### src/rtl/cmd_frame_decoder.sv
// Sync-delimited command frame decoder with byte-gap timeout, link-loss watchdog and error counter.
// Define CHECKSUM_EN to require a trailing 8-bit modular checksum byte on every frame.
module cmd_frame_decoder #(
  parameter int         NUM_MOTORS      = 4,
  parameter logic [7:0] SYNC_BYTE       = 8'hFF,
  parameter int         BYTE_GAP_CYCLES = 50000,
  parameter int         TIMEOUT_CYCLES  = 5000000
) (
  input  logic                      clk,
  input  logic                      reset_n,
  input  logic [7:0]                data,
  input  logic                      receive_flag,
  output logic [8*NUM_MOTORS-1:0]   motor_cmd,
  output logic [6:0]                kick_charge,
  output logic                      dribbler,
  output logic                      charge_flag,
  output logic                      frame_valid,
  output logic                      failsafe,
  output logic [7:0]                err_count
);

  localparam int IW = $clog2(NUM_MOTORS + 2);
  localparam int GW = (BYTE_GAP_CYCLES > 1) ? $clog2(BYTE_GAP_CYCLES) : 1;
  localparam int TW = (TIMEOUT_CYCLES > 1) ? $clog2(TIMEOUT_CYCLES) : 1;
  localparam int SW = 8 * (NUM_MOTORS + 1);
  localparam logic [IW-1:0] LAST_IDX = IW'(NUM_MOTORS);
  localparam logic [GW-1:0] GAP_MAX  = GW'(BYTE_GAP_CYCLES - 1);
  localparam logic [TW-1:0] WD_MAX   = TW'(TIMEOUT_CYCLES - 1);

`ifdef CHECKSUM_EN
  typedef enum logic [1:0] {HUNT = 2'd0, PAYLOAD = 2'd1, CHECK = 2'd2} state_e;
`else
  typedef enum logic [1:0] {HUNT = 2'd0, PAYLOAD = 2'd1} state_e;
`endif

  state_e                  state_q, state_d;
  logic [IW-1:0]           idx_q, idx_d;
  logic [7:0]              sum_q, sum_d;
  logic [GW-1:0]           gap_q, gap_d;
  logic [TW-1:0]           wd_q, wd_d;
  logic [SW-1:0]           shadow_q, shadow_d;
  logic [8*NUM_MOTORS-1:0] motor_q, motor_d;
  logic [6:0]              kick_q, kick_d;
  logic                    drib_q, drib_d;
  logic                    charge_q, charge_d;
  logic                    fv_q, fv_d;
  logic                    fs_q, fs_d;
  logic [7:0]              err_q, err_d;
  logic                    in_frame_s, gap_abort_s, commit_s, reject_s;
  logic [7:0]              kicker_s;

  // Inter-byte gap counter; a strobe always beats an expiring gap.
  always_comb begin
    in_frame_s  = (state_q != HUNT);
    gap_abort_s = in_frame_s && !receive_flag && (gap_q == GAP_MAX);
    if (!in_frame_s || receive_flag || gap_abort_s) begin
      gap_d = '0;
    end else begin
      gap_d = gap_q + GW'(1);
    end
  end

  // Frame parser: next state, shadow capture, running sum, commit/reject decisions.
  always_comb begin
    state_d  = state_q;
    idx_d    = idx_q;
    sum_d    = sum_q;
    shadow_d = shadow_q;
    commit_s = 1'b0;
    reject_s = 1'b0;
    case (state_q)
      HUNT: begin
        if (receive_flag && (data == SYNC_BYTE)) begin
          state_d = PAYLOAD;
          idx_d   = '0;
          sum_d   = 8'h00;
        end else begin
          state_d = HUNT;
        end
      end
      PAYLOAD: begin
        if (receive_flag) begin
          for (int k = 0; k <= NUM_MOTORS; k++) begin
            if (idx_q == IW'(k)) begin
              shadow_d[8*k +: 8] = data;
            end else begin
              shadow_d[8*k +: 8] = shadow_q[8*k +: 8];
            end
          end
          sum_d = sum_q + data;
          idx_d = idx_q + IW'(1);
          if (idx_q == LAST_IDX) begin
`ifdef CHECKSUM_EN
            state_d = CHECK;
`else
            commit_s = 1'b1;
            state_d  = HUNT;
`endif
          end else begin
            state_d = PAYLOAD;
          end
        end else if (gap_abort_s) begin
          state_d  = HUNT;
          reject_s = 1'b1;
        end else begin
          state_d = PAYLOAD;
        end
      end
`ifdef CHECKSUM_EN
      CHECK: begin
        if (receive_flag) begin
          state_d = HUNT;
          if (data == sum_q) begin
            commit_s = 1'b1;
          end else begin
            reject_s = 1'b1;
          end
        end else if (gap_abort_s) begin
          state_d  = HUNT;
          reject_s = 1'b1;
        end else begin
          state_d = CHECK;
        end
      end
`endif
      default: state_d = HUNT;
    endcase
  end

  // Output staging: commit beats watchdog expiry, expiry forces safe outputs.
  always_comb begin
    kicker_s = shadow_d[SW-1 -: 8];
    motor_d  = motor_q;
    kick_d   = kick_q;
    drib_d   = drib_q;
    charge_d = charge_q;
    fs_d     = fs_q;
    fv_d     = commit_s;
    if (wd_q == WD_MAX) begin
      wd_d = wd_q;
    end else begin
      wd_d = wd_q + TW'(1);
    end
    if (commit_s) begin
      wd_d     = '0;
      fs_d     = 1'b0;
      motor_d  = shadow_d[8*NUM_MOTORS-1:0];
      kick_d   = kicker_s[6:0];
      drib_d   = kicker_s[7];
      charge_d = (kicker_s[6:0] != 7'd0);
    end else if (wd_d == WD_MAX) begin
      fs_d     = 1'b1;
      motor_d  = '0;
      kick_d   = 7'd0;
      drib_d   = 1'b0;
      charge_d = 1'b0;
    end else begin
      fs_d = fs_q;
    end
    if (reject_s && (err_q != 8'hFF)) begin
      err_d = err_q + 8'd1;
    end else begin
      err_d = err_q;
    end
  end

  // State and output registers.
  always_ff @(posedge clk or negedge reset_n) begin
    if (!reset_n) begin
      state_q  <= HUNT;
      idx_q    <= '0;
      sum_q    <= 8'h00;
      gap_q    <= '0;
      wd_q     <= '0;
      shadow_q <= '0;
      motor_q  <= '0;
      kick_q   <= 7'd0;
      drib_q   <= 1'b0;
      charge_q <= 1'b0;
      fv_q     <= 1'b0;
      fs_q     <= 1'b0;
      err_q    <= 8'h00;
    end else begin
      state_q  <= state_d;
      idx_q    <= idx_d;
      sum_q    <= sum_d;
      gap_q    <= gap_d;
      wd_q     <= wd_d;
      shadow_q <= shadow_d;
      motor_q  <= motor_d;
      kick_q   <= kick_d;
      drib_q   <= drib_d;
      charge_q <= charge_d;
      fv_q     <= fv_d;
      fs_q     <= fs_d;
      err_q    <= err_d;
    end
  end

  assign motor_cmd   = motor_q;
  assign kick_charge = kick_q;
  assign dribbler    = drib_q;
  assign charge_flag = charge_q;
  assign frame_valid = fv_q;
  assign failsafe    = fs_q;
  assign err_count   = err_q;

endmodule

### config.mk
export PLATFORM = sky130hd
export DESIGN_NAME = cmd_frame_decoder
export DESIGN_NICKNAME = d
export VERILOG_FILES = /design/src/rtl/cmd_frame_decoder.sv
export SDC_FILE = /design/constraint.sdc
export NUM_CORES = 1
export LEC_CHECK = 0
export BUFFER_PORTS_ARGS = -buffer_cell sky130_fd_sc_hd__buf_2
export CELL_PAD_IN_SITES_DETAIL_PLACEMENT = 0
export CELL_PAD_IN_SITES_GLOBAL_PLACEMENT = 2
export CORE_ASPECT_RATIO = 1.1
export CORE_MARGIN = 5
export CORE_UTILIZATION = 40
export DETAILED_ROUTE_END_ITERATION = 8
export PLACE_DENSITY_LB_ADDON = 0.15
export SLEW_MARGIN = 30
export SYNTH_ARGS = -nofsm -noshare
export SYNTH_HDL_FRONTEND = slang
export SYNTH_SLANG_ARGS = --single-unit
### constraint.sdc
create_clock -name clk -period 5.6 [get_ports clk]
set_clock_uncertainty 0.1 [all_clocks]
set_input_delay 1.68 -clock clk [delete_from_list [all_inputs] [get_ports clk]]
set_output_delay 1.68 -clock clk [all_outputs]
set_load 0.02 [all_outputs]
==> flow_summary_export.csv <==
group,metric,value,unit
outcome,status,"finished clean",
routing,via_count,4207,
power_and_ir_drop,p_seq_share,46.0,%
timing,slew_headroom,47.13,%
synth,synth_edf_count,0,
timing,post-route-period-util,62.46,%
power_and_ir_drop,powerDensity,345.4,mW/mm2
floorplanning,die-area,0.01681,mm2
power_and_ir_drop,netSwitchingPower,569.6,uW
synth,async_flop_share,100.0,%
synth,synth_area,0.005725,mm2
timing,max_freq,285.9,MHz
power_and_ir_drop,clkPwrFrac,44.8,%
timing,drv_slew,0,
clock_tree,cts_made_buffers,17,
synth,mappedNetlistNets,577,
worst_setup_path,required,5.77,ns
grt,grt_pass1_wl,21710,um
flow_run,drv_cap,0,
synth,synth_cell_type_count,47,
routing,antenna_left,0,
clock_tree,cts_buffer_depth,2,
timing,final.setup.tns,0,ns
synth,synth_seq_cells,126,
layout,antenna_cells,0,
worst_setup_path,crit_type,"in -> reg",
clock_tree,cts.sinks,126,
routing,wl_per_cell,16.18,um
clock_tree,cts_tree,"yes",
layout,drive_gt1_share,21.66,%
clock_tree,postCtsSetupRepairBufs,0,
clock_tree,post_cts_resized,0,
synth,syn_area_per_cell,10.26,um2
placement,place.gp.congestion,0.8218,
worst_setup_path,crit_fanout,39,
synth,synthCells,558,
routing,route.detailed.drc,0,
hold_path,hold_path.class,"reg -> reg",
worst_setup_path,cp.arrival,3.67,ns
synth,ys.flop_type,"dfrtp_1",
power_and_ir_drop,ir_worst_vdd,0.0001640,V
floorplanning,rows,45,
placement,io_buffers,61,
routing,finalWirelength,13200,um
routing,drt-initial-drc-count,237,
clock_tree,ctsHoldBuffers,0,
clock_tree,insertion_delay,0.41,ns
grt,antenna_found_initial,0,
clock_tree,cts_max_level,4,
power_and_ir_drop,p_sw_share,24.46,%
worst_setup_path,worstSetupEndpointType,"flip-flop",
timing,finalSetupViolations,0,
grt,grt_overflow,0,
hold_path,min_path_cells,1,
layout,layout_common_cells,"126 x dfrtp_1, 94 x nand2_1, 60 x buf_2",
clock_tree,root_buffer,"clkbuf_16",
synth,yosysSeqAreaShare,55.07,%
timing,layout_min_cycle_time,3.498,ns
floorplanning,start_util,41.17,%
timing,whs,0.3881,ns
floorplanning,fp.dieH,135.5,um
clock_tree,clkSlewWorstSetupHoldPaths,0.05,ns
timing,setup_ws,2.102,ns
timing,rsz0062_at_grt,"no",
grt,grt_max_degree,84,
synth,yosys_warnings,0,
worst_setup_path,reg2reg_depth,8,
grt,grt.total_usage,16.74,%
placement,dpl_worst_slack,1.646,ns
layout,fillCellCount,1375,
worst_setup_path,cp-start-kind,"input port",
power_and_ir_drop,power_frac_comb,9.2,%
placement,dp_hpwl,8935,um
routing,vias_per_cell,5.156,
timing,tightest_slew,0.7865,ns
floorplanning,die_w,124.1,um
grt,first_global_vias,4209,
layout,layout.cells.most_common,"dfrtp_1",
floorplanning,core,0.01391,mm2
timing,timing_hold_violations_final,0,
power_and_ir_drop,intPower,1.759,mW
floorplanning,design.portCount,62,
power_and_ir_drop,cellLeakagePower,3.123,nW
routing,first_pass_iters,4,
layout,area_growth,17.72,%
layout,nNetsFinal,635,
==> path summary, 6_finish.rpt <==
kind                                  to  slack (ns)         start
max in group asynchronous        wd_q[4]        3.42       reset_n
min reg2reg                     failsafe        0.39      failsafe
min in group asynchronous      gap_q[14]        1.20       reset_n
max                        motor_cmd[24]        2.10  receive_flag
min                             failsafe        0.39      failsafe
max reg2reg                motor_cmd[24]        2.18       wd_q[0]
==> power by group through the flow <==
stage               Clock [mW]  Combinational [mW]  Sequential, mW
CTS                       1.07               0.219            1.07
floorplan                    0               0.166            1.05
detailed placement           0               0.218            1.09
global route              1.11               0.241            1.08
finish                    1.04               0.213            1.07
global placement             0               0.212            1.08
==> Yosys cell counts (8+ instances only) <==
master | instances | area [um2]
dfrtp_1 | 126 | 3153
nand2_1 | 94 | 352.8
nor2_1 | 52 | 195.2
a21oi_1 | 42 | 210.2
mux2_2 | 34 | 382.9
xnor2_1 | 21 | 183.9
clkbuf_1 | 17 | 63.81
nand3_1 | 17 | 85.08
nand4_1 | 17 | 106.4
nor3_1 | 17 | 85.08
xor2_1 | 16 | 140.1
o21ai_0 | 13 | 65.06
and3_1 | 11 | 68.82
inv_1 | 11 | 41.29
ha_1 | 8 | 100.1
==> metal layers <==
layer	track usage, %	vias to the layer above	share of wire, %
met3	3.843	20	3.4
met4	6.391	0	1.9
met2	27.46	70	50
met1	21.45	2076	45
met5	0	-	0
li1	-	2041	-
==> registers in the layout (all words and copies together), names as in the netlist <==
name / cells
gap_q: 16
idx_q: 3
motor_cmd: 32
state_q: 1
shadow_q: 32
failsafe: 1
kick_charge: 7
wd_q: 23
frame_valid: 1
err_count: 8
charge_flag: 1
dribbler: 1
==> kinds of logic after synthesis <==
kind of cell             Yosys count  share of synthesized area, %
buffers and inverters             38                         3.365
multiplexers                      34                         6.687
AND/OR/NAND/NOR                  244                         20.43
AO/OA/AOI/OAI                     71                         7.037
flip-flops                       126                         55.07
adder cells (fa/ha/maj)            8                         1.748
XOR/XNOR                          37                         5.660
==> through the flow <==
step	total power [mW]	cell area, um2	cells	util (%)
2_1_floorplan	1.221	5725	558	-
3_3_place_gp	1.295	6172	785	44.38
3_5_place_dp	1.303	6176	785	44.41
4_1_cts	2.361	6740	816	48.47
5_1_grt	2.439	6740	816	48.47
6_report	2.328	6740	816	48.47
==> critical path, stage by stage <==
cell and delay, ns:
buf_2 0.13, and2_1 0.17, nand3_2 0.24, o21ai_0 0.18, a2111oi_0 0.37, and4_1 0.33
buf_4 0.42, nor3_1 0.12
==> area by class of cell <==
class | instances | area [um2] | area share, %
timing repair buffer | 66 | 361.6 | 5.365
tap | 188 | 235.2 | 3.490
clock inverter | 12 | 121.4 | 1.801
inverter | 11 | 41.29 | 0.6126
multi-input combinational | 394 | 2385 | 35.38
sequential | 126 | 3153 | 46.78
clock buffer | 19 | 442.9 | 6.571
Note: power is estimated with default switching activity, not from simulation.
